==> src/rtl/snake_pkg.sv <==
// snake_pkg: shared direction codes, PS/2 set-2 scan codes, receiver FSM states and key-map helper
package snake_pkg;
  localparam logic [1:0] DIR_UP    = 2'b00;
  localparam logic [1:0] DIR_DOWN  = 2'b01;
  localparam logic [1:0] DIR_LEFT  = 2'b10;
  localparam logic [1:0] DIR_RIGHT = 2'b11;
  localparam logic [7:0] SC_W      = 8'h1D;
  localparam logic [7:0] SC_A      = 8'h1C;
  localparam logic [7:0] SC_S      = 8'h1B;
  localparam logic [7:0] SC_D      = 8'h23;
  localparam logic [7:0] SC_UP     = 8'h75;
  localparam logic [7:0] SC_DOWN   = 8'h72;
  localparam logic [7:0] SC_LEFT   = 8'h6B;
  localparam logic [7:0] SC_RIGHT  = 8'h74;
  localparam logic [7:0] SC_SPACE  = 8'h29;
  localparam logic [7:0] SC_EXT    = 8'hE0;
  localparam logic [7:0] SC_BRK    = 8'hF0;
  typedef enum logic [1:0] {RX_IDLE, RX_DATA, RX_PARITY, RX_STOP} rx_state_t;
  typedef struct packed {
    logic       hit;
    logic [1:0] dir;
  } key_t;
  // WASD are plain codes; arrows only count when preceded by E0.
  function automatic key_t map_key(input logic ext, input logic [7:0] code);
    key_t k;
    k.hit = 1'b1;
    k.dir = DIR_UP;
    if ((!ext && code == SC_W) || (ext && code == SC_UP)) k.dir = DIR_UP;
    else if ((!ext && code == SC_S) || (ext && code == SC_DOWN)) k.dir = DIR_DOWN;
    else if ((!ext && code == SC_A) || (ext && code == SC_LEFT)) k.dir = DIR_LEFT;
    else if ((!ext && code == SC_D) || (ext && code == SC_RIGHT)) k.dir = DIR_RIGHT;
    else k.hit = 1'b0;
    return k;
  endfunction
endpackage

==> src/rtl/ps2_dir_decoder_if.sv <==
// ps2_dir_decoder_if: PS/2 pins plus decoded direction/command/byte outputs.
//   master: the decoder (reads ps2_clk/ps2_data, drives dir, dir_valid, start_pulse, byte_data, byte_valid, frame_err)
//   slave : keyboard/consumer side (drives the PS/2 pins, reads the decoded outputs)
interface ps2_dir_decoder_if;
  logic       ps2_clk;
  logic       ps2_data;
  logic [1:0] dir;
  logic       dir_valid;
  logic       start_pulse;
  logic [7:0] byte_data;
  logic       byte_valid;
  logic       frame_err;
  modport master(input ps2_clk, ps2_data, output dir, dir_valid, start_pulse, byte_data, byte_valid, frame_err);
  modport slave(output ps2_clk, ps2_data, input dir, dir_valid, start_pulse, byte_data, byte_valid, frame_err);
endinterface

==> src/rtl/ps2_rx_frame.sv <==
// ps2_rx_frame: synchronises PS/2 clk/data, samples 11-bit frames on ps2_clk falling edges, drops stalled frames.
//   in : clk, rst (sync, active high), ps2_clk, ps2_data (async)
//   out: byte_data (last good byte), byte_valid (1-cycle), frame_err (1-cycle)
//   PS2_PARITY_CHECK_EN: when defined, a frame with even parity over data+parity is dropped as an error.
module ps2_rx_frame
  import snake_pkg::*;
#(
  parameter int TIMEOUT_CYC = 25000,
  parameter int SYNC_STAGES = 2
) (
  input  logic       clk,
  input  logic       rst,
  input  logic       ps2_clk,
  input  logic       ps2_data,
  output logic [7:0] byte_data,
  output logic       byte_valid,
  output logic       frame_err
);
  localparam int CW = $clog2(TIMEOUT_CYC);
  logic [SYNC_STAGES-1:0] clk_sync_q, clk_sync_d, data_sync_q, data_sync_d;
  logic clk_prev_q, clk_prev_d;
  rx_state_t state_q, state_d;
  logic [7:0] shift_q, shift_d, byte_q, byte_d;
  logic [2:0] bit_cnt_q, bit_cnt_d;
  logic [CW-1:0] cnt_q, cnt_d;
  logic bv_q, bv_d, fe_q, fe_d;
  logic fall, bit_in, par_bad;
`ifdef PS2_PARITY_CHECK_EN
  logic par_q, par_d;
  assign par_bad = ~^{shift_q, par_q};
`else
  assign par_bad = 1'b0;
`endif
  // Synchronisers reset to 0 so a line held low across reset cannot fake a falling edge.
  assign fall   = clk_prev_q & ~clk_sync_q[SYNC_STAGES-1];
  assign bit_in = data_sync_q[SYNC_STAGES-1];
  always_comb begin
    clk_sync_d  = {clk_sync_q[SYNC_STAGES-2:0], ps2_clk};
    data_sync_d = {data_sync_q[SYNC_STAGES-2:0], ps2_data};
    clk_prev_d  = clk_sync_q[SYNC_STAGES-1];
    state_d     = state_q;
    shift_d     = shift_q;
    byte_d      = byte_q;
    bit_cnt_d   = bit_cnt_q;
    cnt_d       = (fall || state_q == RX_IDLE) ? '0 : cnt_q + CW'(1);
    bv_d        = 1'b0;
    fe_d        = 1'b0;
`ifdef PS2_PARITY_CHECK_EN
    par_d       = par_q;
`endif
    if (fall) begin
      case (state_q)
        RX_IDLE: begin
          state_d   = bit_in ? RX_IDLE : RX_DATA;
          fe_d      = bit_in;
          bit_cnt_d = '0;
        end
        RX_DATA: begin
          shift_d   = {bit_in, shift_q[7:1]};
          bit_cnt_d = bit_cnt_q + 3'd1;
          state_d   = (bit_cnt_q == 3'd7) ? RX_PARITY : RX_DATA;
        end
        RX_PARITY: begin
`ifdef PS2_PARITY_CHECK_EN
          par_d   = bit_in;
`endif
          state_d = RX_STOP;
        end
        default: begin
          state_d = RX_IDLE;
          fe_d    = ~bit_in | par_bad;
          bv_d    = bit_in & ~par_bad;
          byte_d  = (bit_in & ~par_bad) ? shift_q : byte_q;
        end
      endcase
    end else if (state_q != RX_IDLE && cnt_q == CW'(TIMEOUT_CYC - 1)) begin
      state_d = RX_IDLE;
      fe_d    = 1'b1;
    end
  end
  always_ff @(posedge clk) begin
    if (rst) begin
      clk_sync_q  <= '0;
      data_sync_q <= '0;
      clk_prev_q  <= 1'b0;
      state_q     <= RX_IDLE;
      shift_q     <= '0;
      byte_q      <= '0;
      bit_cnt_q   <= '0;
      cnt_q       <= '0;
      bv_q        <= 1'b0;
      fe_q        <= 1'b0;
`ifdef PS2_PARITY_CHECK_EN
      par_q       <= 1'b0;
`endif
    end else begin
      clk_sync_q  <= clk_sync_d;
      data_sync_q <= data_sync_d;
      clk_prev_q  <= clk_prev_d;
      state_q     <= state_d;
      shift_q     <= shift_d;
      byte_q      <= byte_d;
      bit_cnt_q   <= bit_cnt_d;
      cnt_q       <= cnt_d;
      bv_q        <= bv_d;
      fe_q        <= fe_d;
`ifdef PS2_PARITY_CHECK_EN
      par_q       <= par_d;
`endif
    end
  end
  assign byte_data  = byte_q;
  assign byte_valid = bv_q;
  assign frame_err  = fe_q;
endmodule

==> src/rtl/ps2_dir_decoder.sv <==
// ps2_dir_decoder: PS/2 keyboard front end for the snake game; turns WASD/arrow/Space make codes into dir + pulses.
//   in : clk, rst (sync, active high), bus.ps2_clk, bus.ps2_data
//   out: bus.dir, bus.dir_valid, bus.start_pulse, bus.byte_data, bus.byte_valid, bus.frame_err
//   PS2_PARITY_CHECK_EN: enables parity checking in ps2_rx_frame.
module ps2_dir_decoder
  import snake_pkg::*;
#(
  parameter int TIMEOUT_CYC = 25000,
  parameter int SYNC_STAGES = 2
) (
  input logic               clk,
  input logic               rst,
  ps2_dir_decoder_if.master bus
);
  logic [7:0] rx_byte;
  logic rx_valid, rx_err;
  logic ext_q, ext_d, brk_q, brk_d, dv_q, dv_d, sp_q, sp_d;
  logic [1:0] dir_q, dir_d;
  key_t k;
  ps2_rx_frame #(.TIMEOUT_CYC(TIMEOUT_CYC), .SYNC_STAGES(SYNC_STAGES)) u_rx (
    .clk(clk), .rst(rst), .ps2_clk(bus.ps2_clk), .ps2_data(bus.ps2_data),
    .byte_data(rx_byte), .byte_valid(rx_valid), .frame_err(rx_err)
  );
  // Prefixes only set flags; the next non-prefix byte consumes and clears both.
  always_comb begin
    ext_d = ext_q;
    brk_d = brk_q;
    dir_d = dir_q;
    dv_d  = 1'b0;
    sp_d  = 1'b0;
    k     = map_key(ext_q, rx_byte);
    if (rx_valid) begin
      if (rx_byte == SC_EXT) ext_d = 1'b1;
      else if (rx_byte == SC_BRK) brk_d = 1'b1;
      else begin
        ext_d = 1'b0;
        brk_d = 1'b0;
        dv_d  = ~brk_q & k.hit;
        dir_d = (~brk_q & k.hit) ? k.dir : dir_q;
        sp_d  = ~brk_q & ~ext_q & (rx_byte == SC_SPACE);
      end
    end
  end
  always_ff @(posedge clk) begin
    if (rst) begin
      ext_q <= 1'b0;
      brk_q <= 1'b0;
      dir_q <= DIR_RIGHT;
      dv_q  <= 1'b0;
      sp_q  <= 1'b0;
    end else begin
      ext_q <= ext_d;
      brk_q <= brk_d;
      dir_q <= dir_d;
      dv_q  <= dv_d;
      sp_q  <= sp_d;
    end
  end
  assign bus.dir         = dir_q;
  assign bus.dir_valid   = dv_q;
  assign bus.start_pulse = sp_q;
  assign bus.byte_data   = rx_byte;
  assign bus.byte_valid  = rx_valid;
  assign bus.frame_err   = rx_err;
endmodule

==> src/flat_wrapper.sv <==
// flat-port wrapper written by rule: the top's interface ports become plain ports
module ps2_dir_decoder_flat import snake_pkg::*;
#(
  parameter int TIMEOUT_CYC = 25000,
  parameter int SYNC_STAGES = 2
)
  (clk, rst, bus_ps2_clk, bus_ps2_data, bus_dir, bus_dir_valid, bus_start_pulse, bus_byte_data, bus_byte_valid, bus_frame_err);
  ps2_dir_decoder_if bus_i ();
  input logic clk;
  input logic rst;
  input wire logic [$bits(bus_i.ps2_clk)-1:0] bus_ps2_clk;
  input wire logic [$bits(bus_i.ps2_data)-1:0] bus_ps2_data;
  output wire logic [$bits(bus_i.dir)-1:0] bus_dir;
  output wire logic [$bits(bus_i.dir_valid)-1:0] bus_dir_valid;
  output wire logic [$bits(bus_i.start_pulse)-1:0] bus_start_pulse;
  output wire logic [$bits(bus_i.byte_data)-1:0] bus_byte_data;
  output wire logic [$bits(bus_i.byte_valid)-1:0] bus_byte_valid;
  output wire logic [$bits(bus_i.frame_err)-1:0] bus_frame_err;
  assign bus_i.ps2_clk = bus_ps2_clk;
  assign bus_i.ps2_data = bus_ps2_data;
  assign bus_dir = bus_i.dir;
  assign bus_dir_valid = bus_i.dir_valid;
  assign bus_start_pulse = bus_i.start_pulse;
  assign bus_byte_data = bus_i.byte_data;
  assign bus_byte_valid = bus_i.byte_valid;
  assign bus_frame_err = bus_i.frame_err;
  ps2_dir_decoder #(.TIMEOUT_CYC(TIMEOUT_CYC), .SYNC_STAGES(SYNC_STAGES)) u_core (.clk(clk), .rst(rst), .bus(bus_i));
endmodule
==> config.mk <==
export PLATFORM = sky130hd
export DESIGN_NAME = ps2_dir_decoder_flat
export DESIGN_NICKNAME = d
export VERILOG_FILES = /design/src/rtl/snake_pkg.sv /design/src/rtl/ps2_dir_decoder_if.sv /design/src/rtl/ps2_rx_frame.sv /design/src/rtl/ps2_dir_decoder.sv /design/src/flat_wrapper.sv
export SDC_FILE = /design/constraint.sdc
export NUM_CORES = 1
export LEC_CHECK = 0
export CORE_UTILIZATION = 35
export DETAILED_ROUTE_END_ITERATION = 6
export SLEW_MARGIN = 20
export SYNTH_ARGS = -nofsm -noshare
export SYNTH_HDL_FRONTEND = slang
export SYNTH_HIERARCHICAL = 1
export SYNTH_SLANG_ARGS = --single-unit
==> constraint.sdc <==
create_clock -name clk -period 2 [get_ports clk]
set_input_delay 0.3 -clock clk [delete_from_list [all_inputs] [get_ports clk]]
set_output_delay 0.3 -clock clk [all_outputs]
set_load 0.005 [all_outputs]
==> flow_metrics.env <==
export IMPL_status="finished clean"
export IMPL_dieArea_um2=6393
export IMPL_synth_edf_count=0
export IMPL_h_tree_depth=2
export IMPL_portBuffers=17
export IMPL_start_util_pct=36.14
export IMPL_clock_skew_ns=0.003949
export IMPL_fmaxAchievable_mhz=555.0
export IMPL_dp_hpwl_mm=2.896
export IMPL_maxCapViolations=0
export IMPL_globalplace_congestion=0.7751
export IMPL_via_count=1677
export IMPL_postLayoutCellArea_um2=2502
export IMPL_critPathSlowestCell="or4b_4"
export IMPL_timing_worst_setup_path_type="register to register"
export IMPL_grt_pass1_wl_mm=7.024
export IMPL_cts_tree="built"
export IMPL_synthCells=235
export IMPL_grt_max_degree=18
export IMPL_cts_clk_slew_worst_paths_ns=0.09
export IMPL_setup_tns_final_ns=0
export IMPL_wl_per_cell_um=12.26
export IMPL_path_buf_inv=0
export IMPL_fin_crit_ns=1.802
export IMPL_layout_common_cells="49 x dfxtp_1, 29 x nor2_1, 23 x nand2_1, 21 x a21oi_1, 17 x clkdlybuf4s50_1"
export IMPL_cts_buffers=5
export IMPL_synth_ff_type="dfxtp_1"
export IMPL_cts_resized=0
export IMPL_final_util_pct=42.52
export IMPL_place_area_um2=2386
export IMPL_antenna_found_initial=0
export IMPL_drt_pass1_iterations=4
export IMPL_ys_warn_count=6
export IMPL_die_y_um=79.96
export IMPL_grt_use_total_pct=14.01
export IMPL_layout_drive_gt1_share_pct=9.339
export IMPL_hold_worst_slack_ns=0.4478
export IMPL_cts_root_buf="clkbuf_8"
export IMPL_fin_nets=263
export IMPL_crit_arrival_ns=1.97
export IMPL_final_common_cell="dfxtp_1"
export IMPL_post_cts_repair_setup_buffers=0
export IMPL_syn2layout_area_growth_pct=17.65
export IMPL_avgSynthCellArea_um2=9.051
export IMPL_crit_path_start_kind="register"
export IMPL_hold_violations=0
export IMPL_core_area_um2=5886
export IMPL_critPathTopFamily="simple AND/OR/NAND/NOR gates"
export IMPL_clk_latency_ns=0.29
export IMPL_hold_buffers=0
export IMPL_drt_wl_total_mm=4.071
export IMPL_first_iter_violations=47
export IMPL_worst_hold_path_num_cells=1
export IMPL_setup_viol=0
export IMPL_endpoint_kind="register"
export IMPL_tightest_slew_ns=0.5242
export IMPL_timing_critical_path_required_ns=2.17
export IMPL_synth_fp_nets=242
export IMPL_drv_slew=0
export IMPL_peakVddDrop_v=0.0003911
export IMPL_clock_sinks=49
export IMPL_drt_vias_per_instance=5.051
export IMPL_yosysSeqAreaShare_pct=46.12
export IMPL_placed_cells=324
export IMPL_ys_types=52
export IMPL_first_global_vias=1592
export IMPL_n_antenna_cell=0
export IMPL_slew_headroom_pct=64.94
export IMPL_reg2reg_depth=5
export IMPL_rsz0062_at_grt="no"
export IMPL_worst_hold_path_type="register to register"
export IMPL_grt_overflow_total=0
export IMPL_drc=0
export IMPL_p_per_area_nw_per_um2=698.1
export IMPL_async_flop_share_pct=0
export IMPL_die_x_um=79.96
export IMPL_synth_ff_latch_count=49
export IMPL_crit_fanout=7
export IMPL_ant_nets=0
export IMPL_power_leakage_nw=0.8211
export IMPL_path_cells="or4b_4 > o21ai_2 > or3b_4 > a21oi_1 > o221ai_1"
export IMPL_finalCritPeriodShare_pct=90.09
export IMPL_io_pins=18
export IMPL_crit_cells=5
export IMPL_slowest_delay_ns=0.51
export IMPL_stdcell_count=332
export IMPL_rows=28
export IMPL_syn_area_um2=2127
export IMPL_cts_buffer_depth=2
through the flow:
stage	total power, mW	setup slack, ns
3_3_place_gp	1.048	0.2449
4_1_cts	1.776	0.2130
5_1_grt	1.819	0.09897
2_1_floorplan	1.030	0.3078
6_report	1.747	0.1982
3_5_place_dp	1.048	0.2323
power breakdown:
| part | switching (mW) | leakage (nW) | internal [mW] |
|---|---|---|---|
| logic | 0.0222 | 0.367 | 0.0177 |
| clock network | 0.315 | 0.0585 | 0.408 |
| registers | 0.00427 | 0.396 | 0.980 |
| total | 0.341 | 0.821 | 1.41 |
registers in the layout, indices dropped and copies added (netlist names):
register                 flops
u_core/u_rx/data_sync_q      2
u_core/ext_q                 1
u_core/u_rx/bit_cnt_q        3
u_core/u_rx/byte_valid       1
u_core/u_rx/frame_err        1
u_core/u_rx/state_q          2
u_core/u_rx/byte_data        8
u_core/brk_q                 1
u_core/bus.start_pulse       1
u_core/u_rx/cnt_q           15
u_core/u_rx/shift_q          8
u_core/bus.dir_valid         1
u_core/bus.dir               2
u_core/u_rx/clk_sync_q       2
u_core/u_rx/clk_prev_q       1
cell type report:
| cell class | count | area (µm²) |
|---|---|---|
| clock inverters | 1 | 30.03 |
| flip-flops and latches | 49 | 980.9 |
| fillers | 585 | 3383 |
| well taps | 75 | 93.84 |
| multi-input cells | 173 | 1082 |
| clock buffers | 7 | 86.33 |
| repair buffers | 22 | 207.7 |
| inverters | 5 | 21.27 |
worst register-to-register path: cells and delay by family, from the launching register on:
kind	cells	cell delay, ns
compound gates	3	0.34
flops	1	0.43
simple gates	2	0.91
routing by layer:
metal | wire length [µm] | global-route usage, % | up-vias
met5 | 0 | 0 | -
met4 | 43 | 5.357 | 0
met3 | 167 | 3.657 | 4
met2 | 1860 | 23.08 | 31
met1 | 2000 | 17.39 | 768
li1 | - | - | 874
final timing paths:
path | start | endpoint | slack (ns)
worst min-delay path | u_core/u_rx/cnt_q[0] | u_core/u_rx/cnt_q[0] | 0.45
worst max-delay path | u_core/u_rx/byte_data[3] | u_core/bus.dir[0] | 0.20
worst max register to register | u_core/u_rx/byte_data[3] | u_core/bus.dir[0] | 0.20
worst min register to register | u_core/u_rx/cnt_q[0] | u_core/u_rx/cnt_q[0] | 0.45
cells by family after synthesis:
kind of cell / count (synthesis) / synth area share [%]
adders and majority gates: 3 / 1.765
xor gates and xnor gates: 10 / 4.117
buffers and inverters: 13 / 2.999
muxes: 9 / 4.294
DFF: 49 / 46.12
AOI/OAI and AO/OA: 40 / 11.41
and+or+nand+nor: 111 / 29.29
synth_stat cells, types with 4 or more instances:
cell type,number,area share (%)
nand3_1,8,1.9
nand2_1,23,4.1
o21ai_0,5,1.2
nor4_1,4,1.2
nor2_1,29,5.1
xor2_1,6,2.5
nor3_1,4,0.94
or3_1,4,1.2
dfxtp_1,49,46
nor2b_1,8,2.4
a21oi_1,21,4.9
inv_1,4,0.71
nand4_1,7,2.1
nand3b_1,4,1.4
xnor2_1,4,1.6
mux2i_1,8,3.8
Note: power is estimated with default switching activity, not from simulation.
